## src/rtl/antsel_pkg.sv

```systemverilog
// Shared antenna-selection types: default metric/label widths and the
// candidate record exchanged between the top-2 selector and the SFU check stage.
package antsel_pkg;

    localparam int DATA_WIDTH_DEF  = 8;
    localparam int LABEL_WIDTH_DEF = 3;

    typedef struct packed {
        logic [DATA_WIDTH_DEF-1:0]  data;
        logic [LABEL_WIDTH_DEF-1:0] label;
    } cand_t;

endpackage

```

## src/rtl/top2_insert.sv

```systemverilog
// Combinational insertion of one candidate into a running best/second-best pair.
// Strict comparisons, so on equal metrics the earlier (lower) label keeps the higher slot.
module top2_insert
    import antsel_pkg::*;
#(
    parameter int DATA_WIDTH  = DATA_WIDTH_DEF,
    parameter int LABEL_WIDTH = LABEL_WIDTH_DEF
) (
    input  logic [DATA_WIDTH-1:0]  b0,
    input  logic [LABEL_WIDTH-1:0] l0,
    input  logic [DATA_WIDTH-1:0]  b1,
    input  logic [LABEL_WIDTH-1:0] l1,
    input  logic                   b1_ok,
    input  logic                   first,
    input  logic [DATA_WIDTH-1:0]  x_data,
    input  logic [LABEL_WIDTH-1:0] x_label,
    output logic [DATA_WIDTH-1:0]  b0_next,
    output logic [LABEL_WIDTH-1:0] l0_next,
    output logic [DATA_WIDTH-1:0]  b1_next,
    output logic [LABEL_WIDTH-1:0] l1_next,
    output logic                   b1_ok_next
);

    always_comb begin
        b0_next    = b0;
        l0_next    = l0;
        b1_next    = b1;
        l1_next    = l1;
        b1_ok_next = b1_ok;
        if (first) begin
            // Frame start: the second slot is stale until a later sample fills it.
            b0_next    = x_data;
            l0_next    = x_label;
            b1_ok_next = 1'b0;
        end else if (x_data > b0) begin
            b1_next    = b0;
            l1_next    = l0;
            b0_next    = x_data;
            l0_next    = x_label;
            b1_ok_next = 1'b1;
        end else if (!b1_ok || (x_data > b1)) begin
            b1_next    = x_data;
            l1_next    = x_label;
            b1_ok_next = 1'b1;
        end
    end

endmodule

```

## src/rtl/top2_select.sv

```systemverilog
// Streaming top-2 selector: labels each accepted metric by its index in the frame
// and emits the best two with a one-cycle y_valid. Optional TOP2_FRAME_SYNC_EN adds x_first.
module top2_select
    import antsel_pkg::*;
#(
    parameter int DATA_WIDTH  = DATA_WIDTH_DEF,
    parameter int LABEL_WIDTH = LABEL_WIDTH_DEF,
    parameter int NUM_ANT     = 8
) (
    input  logic                   clk,
    input  logic                   rst,
    input  logic                   x_valid,
    input  logic [DATA_WIDTH-1:0]  x_data,
`ifdef TOP2_FRAME_SYNC_EN
    input  logic                   x_first,
`endif
    output logic [DATA_WIDTH-1:0]  y_0,
    output logic [DATA_WIDTH-1:0]  y_1,
    output logic [LABEL_WIDTH-1:0] y_label_0,
    output logic [LABEL_WIDTH-1:0] y_label_1,
    output logic                   y_valid
);

    if ((NUM_ANT < 2) || (NUM_ANT > (1 << LABEL_WIDTH))) begin : g_bad_num_ant
        $error("top2_select: NUM_ANT must be in 2..2**LABEL_WIDTH");
    end

    localparam logic [LABEL_WIDTH-1:0] LAST_IDX = LABEL_WIDTH'(NUM_ANT - 1);

    logic [LABEL_WIDTH-1:0] cnt_reg;
    logic [DATA_WIDTH-1:0]  b0_reg, b1_reg;
    logic [LABEL_WIDTH-1:0] l0_reg, l1_reg;
    logic                   b1_ok_reg;

    logic [LABEL_WIDTH-1:0] cnt_eff;
    logic                   is_first, is_last;
    logic [DATA_WIDTH-1:0]  b0_next, b1_next;
    logic [LABEL_WIDTH-1:0] l0_next, l1_next;
    logic                   b1_ok_next;

    // A frame-sync marker on a valid sample relabels it as index 0, dropping any partial frame.
`ifdef TOP2_FRAME_SYNC_EN
    assign cnt_eff = x_first ? '0 : cnt_reg;
`else
    assign cnt_eff = cnt_reg;
`endif
    assign is_first = (cnt_eff == '0);
    assign is_last  = (cnt_eff == LAST_IDX);

    top2_insert #(
        .DATA_WIDTH (DATA_WIDTH),
        .LABEL_WIDTH(LABEL_WIDTH)
    ) u_insert (
        .b0        (b0_reg),
        .l0        (l0_reg),
        .b1        (b1_reg),
        .l1        (l1_reg),
        .b1_ok     (b1_ok_reg),
        .first     (is_first),
        .x_data    (x_data),
        .x_label   (cnt_eff),
        .b0_next   (b0_next),
        .l0_next   (l0_next),
        .b1_next   (b1_next),
        .l1_next   (l1_next),
        .b1_ok_next(b1_ok_next)
    );

    always_ff @(posedge clk) begin
        if (rst) begin
            cnt_reg   <= '0;
            b0_reg    <= '0;
            l0_reg    <= '0;
            b1_reg    <= '0;
            l1_reg    <= '0;
            b1_ok_reg <= 1'b0;
            y_0       <= '0;
            y_1       <= '0;
            y_label_0 <= '0;
            y_label_1 <= '0;
            y_valid   <= 1'b0;
        end else begin
            y_valid <= 1'b0;
            if (x_valid) begin
                cnt_reg   <= is_last ? '0 : cnt_eff + LABEL_WIDTH'(1);
                b0_reg    <= b0_next;
                l0_reg    <= l0_next;
                b1_reg    <= b1_next;
                l1_reg    <= l1_next;
                b1_ok_reg <= b1_ok_next;
                if (is_last) begin
                    y_0       <= b0_next;
                    y_label_0 <= l0_next;
                    y_1       <= b1_next;
                    y_label_1 <= l1_next;
                    y_valid   <= 1'b1;
                end
            end
        end
    end

endmodule

```

## config.mk

```make
export PLATFORM = sky130hd
export DESIGN_NAME = top2_select
export DESIGN_NICKNAME = d
export VERILOG_FILES = /design/src/rtl/antsel_pkg.sv /design/src/rtl/top2_insert.sv /design/src/rtl/top2_select.sv
export SDC_FILE = /design/constraint.sdc
export NUM_CORES = 1
export LEC_CHECK = 0
export BUFFER_PORTS_ARGS = -buffer_cell sky130_fd_sc_hd__buf_2
export CORE_MARGIN = 8
export CORE_UTILIZATION = 52
export DETAILED_ROUTE_END_ITERATION = 7
export PLACE_DENSITY = 0.87
export SETUP_SLACK_MARGIN = 0.5
export SLEW_MARGIN = 20
export SYNTH_ARGS = -nofsm -noshare
export SYNTH_HDL_FRONTEND = slang
export SYNTH_SLANG_ARGS = --single-unit
```

## constraint.sdc

```tcl
create_clock -name clk -period 2.3 [get_ports clk]
set_clock_uncertainty 0.05 [all_clocks]
set_input_delay 0.69 -clock clk [delete_from_list [all_inputs] [get_ports clk]]
set_output_delay 0.69 -clock clk [all_outputs]
set_load 0.02 [all_outputs]
```

==> results of run 1 <==
how the worst min path moves through the flow:
| stage | startpoint | end | cells past startpoint |
|---|---|---|---|
| 6_report | b0_reg[5] | b0_reg[5] | 2 |
| 3_5_place_dp | b0_reg[6] | b0_reg[6] | 2 |
| 4_1_cts | b0_reg[6] | b0_reg[6] | 2 |
| 2_1_floorplan | l1_reg[1] | l1_reg[1] | 1 |
| 5_1_grt | y_label_0[2] | y_label_0[2] | 2 |
| 3_3_place_gp | y_label_0[2] | y_label_0[2] | 2 |
repair_timing:
action	4_1_cts	5_1_grt
hold buffers	0	0
setup buffers	12	12
pin swaps	66	51
endpoints found under the setup margin	44	45
resized for setup	115	103
gates cloned	2	1
metal layers:
| metal | global-route usage (%) | part of all wire [%] |
|---|---|---|
| met1 | 29.8 | 35 |
| met2 | 46.0 | 43 |
| met3 | 6.19 | 12 |
| met4 | 18.0 | 9.9 |
| met5 | 0 | 0.091 |
kinds of logic after synthesis:
family,share of synthesized area (%)
AO/OA/AOI/OAI,27.8
flip-flops,36.3
AND/OR/NAND/NOR,18.3
adder cells (fa/ha/maj),8.79
multiplexers,3.33
buffers and inverters,5.50
cell usage after synthesis (7+ instances only):
cell and n:
nand3_1 12, a21oi_1 28, dfxtp_1 49, clkbuf_1 9, nand2_1 16, nor2_1 57, a22oi_1 7, a31oi_1 7
ha_1 19, inv_1 17, mux2i_1 9, a211oi_1 15
area by class of cell:
type | instances | share of cell area, %
multi-input cells | 240 | 54.1
clock buffers | 5 | 1.49
flip-flops and latches | 49 | 21.7
well taps | 70 | 1.89
inverters | 18 | 1.57
repair buffers | 91 | 17.9
clock inverters | 3 | 1.41
stage by stage:
step	cells	total power [mW]
6_report	476	2.61
2_1_floorplan	325	1.21
3_3_place_gp	441	1.35
5_1_grt	476	2.63
4_1_cts	463	2.27
3_5_place_dp	441	1.36
critical path: cells and delay by family (launching register included):
family / cells / cell delay [ns]
AOI/OAI and AO/OA: 5 / 1.25
adders and majority gates: 1 / 0.42
DFF: 1 / 0.38
buffers and inverters: 2 / 0.35
and+or+nand+nor: 1 / 0.12
power by group through the flow:
| stage | Clock (mW) | Combinational [mW] | Sequential (mW) |
|---|---|---|---|
| final | 0.781 | 0.908 | 0.918 |
| after global routing | 0.799 | 0.916 | 0.919 |
| after CTS | 0.733 | 0.629 | 0.904 |
| after detailed placement | 0 | 0.443 | 0.919 |
| after global placement | 0 | 0.428 | 0.918 |
| after floorplan | 0 | 0.299 | 0.911 |
==> results.sh, run 1 <==
export IMPL_synth_yosys_seq_area_share_pct=36.3
export IMPL_worstSetupEndpoint="y_1[7]"
export IMPL_synth_ff_type="dfxtp_1"
export IMPL_p_sw_mw=0.912
export IMPL_outcome="complete, but fails checks"
export IMPL_mostFrequentLayoutCell="nor2_1"
export IMPL_grt_pass1_vias=3092
export IMPL_finalMaxSlewViolations=0
export IMPL_failed_checks="negative setup slack"
export IMPL_path_class="register to register"
export IMPL_drt_iter0_markers=389
export IMPL_synth_top_area_cell="dfxtp_1"
export IMPL_layout_min_cycle_time_ns=2.68
export IMPL_arrival_ns=2.85
export IMPL_internal_power_mw=1.69
export IMPL_rsz0062_at_grt="true"
export IMPL_fmax_ghz=0.374
export IMPL_grt_max_degree=37
export IMPL_io_buffers=33
export IMPL_ioPinCount=34
export IMPL_post_route_period_util_pct=116
export IMPL_r2r_end="y_1[7]"
export IMPL_layout_drive_gt1_share_pct=60.6
export IMPL_whs_ns=0.434
export IMPL_synth_top_area_share_pct=36.3
export IMPL_num_vias=3459
export IMPL_hold_path_class="register to register"
export IMPL_ir_worst_vdd_v=0.000453
export IMPL_viasPerCell=7.27
export IMPL_multi_input_area_um2=2500
export IMPL_cts_buffers=5
export IMPL_rrSetupSlack_ns=-0.38
export IMPL_switching_share_pct=35.0
export IMPL_postLayoutSetupSlackWorst_ns=-0.375
export IMPL_die_h_um=88.1
export IMPL_dieArea_um2=7770
export IMPL_cts_tree="built"
export IMPL_antennaDiodeCount=0
export IMPL_startpoint_type="register"
export IMPL_die_w_um=88.1
export IMPL_synth_area_per_cell_um2=8.32
export IMPL_synthDistinctLibCells=46
export IMPL_rr_startpoint="b1_reg[6]"
export IMPL_gr_usage_all_layers_pct=27.2
export IMPL_regArea_um2=1000
export IMPL_clk_root_buffer_cell="clkbuf_8"
export IMPL_initial_utilization_pct=53.3
export IMPL_syn_num_nets=355
export IMPL_yosys_warnings=0
export IMPL_synth_edff_count=0
export IMPL_p_leak_nw=1.70
export IMPL_critPathLaunch="b1_reg[6]"
export IMPL_r2r_cells=9
export IMPL_nets=435
export IMPL_ys_ff_latch=49
export IMPL_worst_pin_slew_ns=0.832
export IMPL_gp_congestion=0.872
export IMPL_final_cell_area_um2=4620
export IMPL_clkPwrFrac_pct=30.0
export IMPL_grt_pass1_wl_um=16100
export IMPL_grt_ovfl_total=0
export IMPL_p_seq_share_pct=35.2
export IMPL_crit_path_top_delay_cell="ha_1"
export IMPL_critPathMaxStageDelay_ns=0.42
export IMPL_placementRows=26
export IMPL_crit_required_ns=2.47
export IMPL_tns_ns=-5.42
export IMPL_synth_area_top_cells="dfxtp_1 36%, ha_1 8.8%, nor2_1 7.9%"
export IMPL_drc=0
export IMPL_worstSkewPairLatency_ns=0.34
export IMPL_routed_wl_um=14300
export IMPL_slew_headroom_pct=44.5
export IMPL_synthArstFlopShare_pct=0
export IMPL_core_area_um2=5070
export IMPL_final_cell_mix="47 x nor2_1, 38 x dfxtp_1, 33 x buf_4"
export IMPL_setup_viol=40
export IMPL_path_max_fanout=6
export IMPL_crit_chain="inv_1 -> ha_1 -> nand2_1 -> o21ai_1 -> o21ai_0 -> buf_4 -> a21oi_4 -> a22oi_1 -> o31ai_1"
export IMPL_mappedNetlistArea_um2=2710
export IMPL_synthCells=325
export IMPL_place_ws_ns=-0.338
export IMPL_routedWlPerCell_um=30.0
export IMPL_clk_pin_slew_worst_paths_ns=0.10
export IMPL_p_per_area_nw_per_um2=564
export IMPL_ant_nets=0
export IMPL_cap_viol_max_count=0
export IMPL_numClockSinks=49
export IMPL_fill_cells=152
export IMPL_first_pass_iters=5
export IMPL_placed_cell_area_um2=3210
export IMPL_cts_max_path_buffers=2
export IMPL_syn_to_final_growth_pct=71.0
export IMPL_dp_hpwl_um=5240
export IMPL_power_frac_comb_pct=34.8
export IMPL_hold_violations=0
export IMPL_endpoint_kind="register"
export IMPL_fin_util_pct=91.1
export IMPL_htree_num_levels=2
export IMPL_antenna_found_initial=1
No activity file was read; power rests on OpenSTA's default activity.
==> inputs of run 2 (changes only) <==
- CORE_UTILIZATION: 52 -> 62
- PLACE_DENSITY: 0.87 -> 0.95
- clock period: 2.3 -> 3.4 ns (I/O delays scaled with it)
==> run 2 against run 1 <==
  * The flow now finishes without violations
  * Final cell count decreased by 13%
  * Critical path depth did not move
  * First-iteration DRC count grew 14%
  * Clock power shrank 44%
  * Worst hold slack worse by 0.018 ns
  * Total power decreased by 48%
  * Sequential share of layout area rose by 9.6 points
  * Non-clock buffer count down 42
  * Worst setup slack gained 0.85 ns
  * Count of clock-buffer cells in the layout unchanged
  * Largest power group unchanged
==> results.sh, run 2 (same netlist as run 1, synthesis figures left out) <==
export IMPL_outcome="complete, no violations"
export IMPL_hold_violations=0
export IMPL_fin_util_pct=73.5
export IMPL_grt_pass1_vias=2462
export IMPL_htree_num_levels=2
export IMPL_cts_buffers=5
export IMPL_final_cell_area_um2=3130
export IMPL_tns_ns=0
export IMPL_final_cell_mix="55 x nor2_1, 49 x dfxtp_1, 33 x buf_2"
export IMPL_core_area_um2=4260
export IMPL_crit_path_top_delay_cell="o221ai_4"
export IMPL_ant_nets=0
export IMPL_routedWlPerCell_um=18.8
export IMPL_initial_utilization_pct=63.4
export IMPL_min_to="b0_reg[4]"
export IMPL_post_route_period_util_pct=86.1
export IMPL_fill_cells=299
export IMPL_slew_headroom_pct=57.9
export IMPL_power_frac_comb_pct=22.1
export IMPL_worstSkewPairLatency_ns=0.32
export IMPL_stdcell_count=415
export IMPL_internal_power_mw=0.923
export IMPL_startpoint_type="primary input"
export IMPL_grt_util_met2_pct=37.0
export IMPL_drt_iter0_markers=442
export IMPL_p_sw_mw=0.420
export IMPL_path_class="primary input to register"
export IMPL_r2r_end="b0_reg[7]"
export IMPL_first_pass_iters=5
export IMPL_p_per_area_nw_per_um2=429
export IMPL_nets=392
export IMPL_grtUsageMet3_pct=4.81
export IMPL_cts_max_path_buffers=2
export IMPL_p_leak_nw=1.23
export IMPL_die_h_um=82.1
export IMPL_grt_ovfl_total=0
export IMPL_antenna_found_initial=0
export IMPL_switching_share_pct=31.3
export IMPL_drc=0
export IMPL_gp_congestion=0.891
export IMPL_rr_startpoint="b0_reg[7]"
export IMPL_antennaDiodeCount=0
export IMPL_worst_pin_slew_ns=0.631
export IMPL_mostFrequentLayoutCell="nor2_1"
export IMPL_syn_to_final_growth_pct=15.8
export IMPL_cts_tree="built"
export IMPL_p_seq_share_pct=45.5
export IMPL_grt_busiest_layer="met2"
export IMPL_rrSetupSlack_ns=0.86
export IMPL_endpoint_kind="register"
export IMPL_crit_required_ns=3.54
export IMPL_setup_viol=0
export IMPL_use_met1_pct=26.8
export IMPL_whs_ns=0.416
export IMPL_gr_usage_all_layers_pct=22.1
export IMPL_ir_worst_vdd_v=0.000327
export IMPL_postLayoutSetupSlackWorst_ns=0.474
export IMPL_critPathMaxStageDelay_ns=0.36
export IMPL_io_buffers=33
export IMPL_place_ws_ns=0.187
export IMPL_arrival_ns=3.07
export IMPL_post_place_cells=399
export IMPL_num_vias=2818
export IMPL_layout_min_cycle_time_ns=2.93
export IMPL_ioPinCount=34
export IMPL_clkPwrFrac_pct=32.4
export IMPL_holdCritStartpoint="b0_reg[4]"
export IMPL_dp_hpwl_um=4820
export IMPL_hold_depth=2
export IMPL_power_mw=1.34
export IMPL_finalMaxSlewViolations=0
export IMPL_numClockSinks=49
export IMPL_cap_viol_max_count=0
export IMPL_viasPerCell=6.79
export IMPL_routed_wl_um=7790
export IMPL_fmax_ghz=0.342
export IMPL_placed_cell_area_um2=2920
export IMPL_clk_root_buffer_cell="clkbuf_8"
export IMPL_layout_drive_gt1_share_pct=21.5
export IMPL_crit_chain="buf_2 -> ha_1 -> nand4_1 -> nand2b_1 -> o221ai_4 -> buf_4 -> nand2_2 -> nand2_1 -> a21oi_1"
export IMPL_grt_pass1_wl_um=11800
export IMPL_r2r_cells=9
export IMPL_dieArea_um2=6730
export IMPL_clk_pin_slew_worst_paths_ns=0.09
export IMPL_hold_path_class="register to register"
export IMPL_rsz0062_at_grt="true"
export IMPL_placementRows=24
export IMPL_die_w_um=82.1
export IMPL_path_max_fanout=13
export IMPL_grt_max_degree=30
run 2: changes by cell type in the layout (fill, tap and decap cells not counted), sizes merged:
cell	change
clkbuf	-1
buf	-41
nand2	-1
clkinvlp	+1
bufinv	-1
run 2: power by group through the flow:
stage               registers, mW  logic (mW)  clock network [mW]
global placement            0.620       0.236                   0
detailed placement          0.621       0.247                   0
global route                0.613       0.317               0.458
finish                      0.611       0.297               0.435
floorplan                   0.616       0.189                   0
CTS                         0.609       0.260               0.430
run 2: critical path: cells and delay by family:
family	cells	cell delay (ns)
AO/OA/AOI/OAI	2	0.44
buffers and inverters	2	0.42
AND/OR/NAND/NOR	4	0.86
adder cells (fa/ha/maj)	1	0.33
run 2: worst max path at each step:
| stage | end | slack (ns) | startpoint | cells past startpoint |
|---|---|---|---|---|
| 3_5_place_dp | b1_reg[0] | 0.19 | x_data[3] | 8 |
| 5_1_grt | b0_reg[7] | 0.37 | x_data[7] | 9 |
| 4_1_cts | b0_reg[5] | 0.46 | x_data[3] | 9 |
| 6_report | b0_reg[7] | 0.47 | x_data[7] | 9 |
| 2_1_floorplan | b1_reg[0] | 0.62 | x_data[3] | 7 |
| 3_3_place_gp | b1_reg[0] | 0.26 | x_data[3] | 8 |
run 2: metal layers:
layer / up-vias / wire length [µm]
met5: - / 0
met4: 0 / 280
met3: 38 / 781
met2: 214 / 3650
met1: 1310 / 3080
li1: 1256 / -
run 2: final cells by class:
type / instances / area [µm²] / area share, %
clock buffers: 5 / 68.8 / 2.20
clock inverters: 3 / 46.3 / 1.48
inverters: 18 / 67.6 / 2.16
multi-input cells: 239 / 1620 / 51.7
flip-flops and latches: 49 / 981 / 31.3
well taps: 52 / 65.1 / 2.08
repair buffers: 49 / 285 / 9.11
run 2: what timing repair did:
action,CTS,global route
gates resized for setup,1,6
pin swaps,1,3
hold buffers,0,0
endpoints found under the setup margin,8,27
setup buffers,2,6
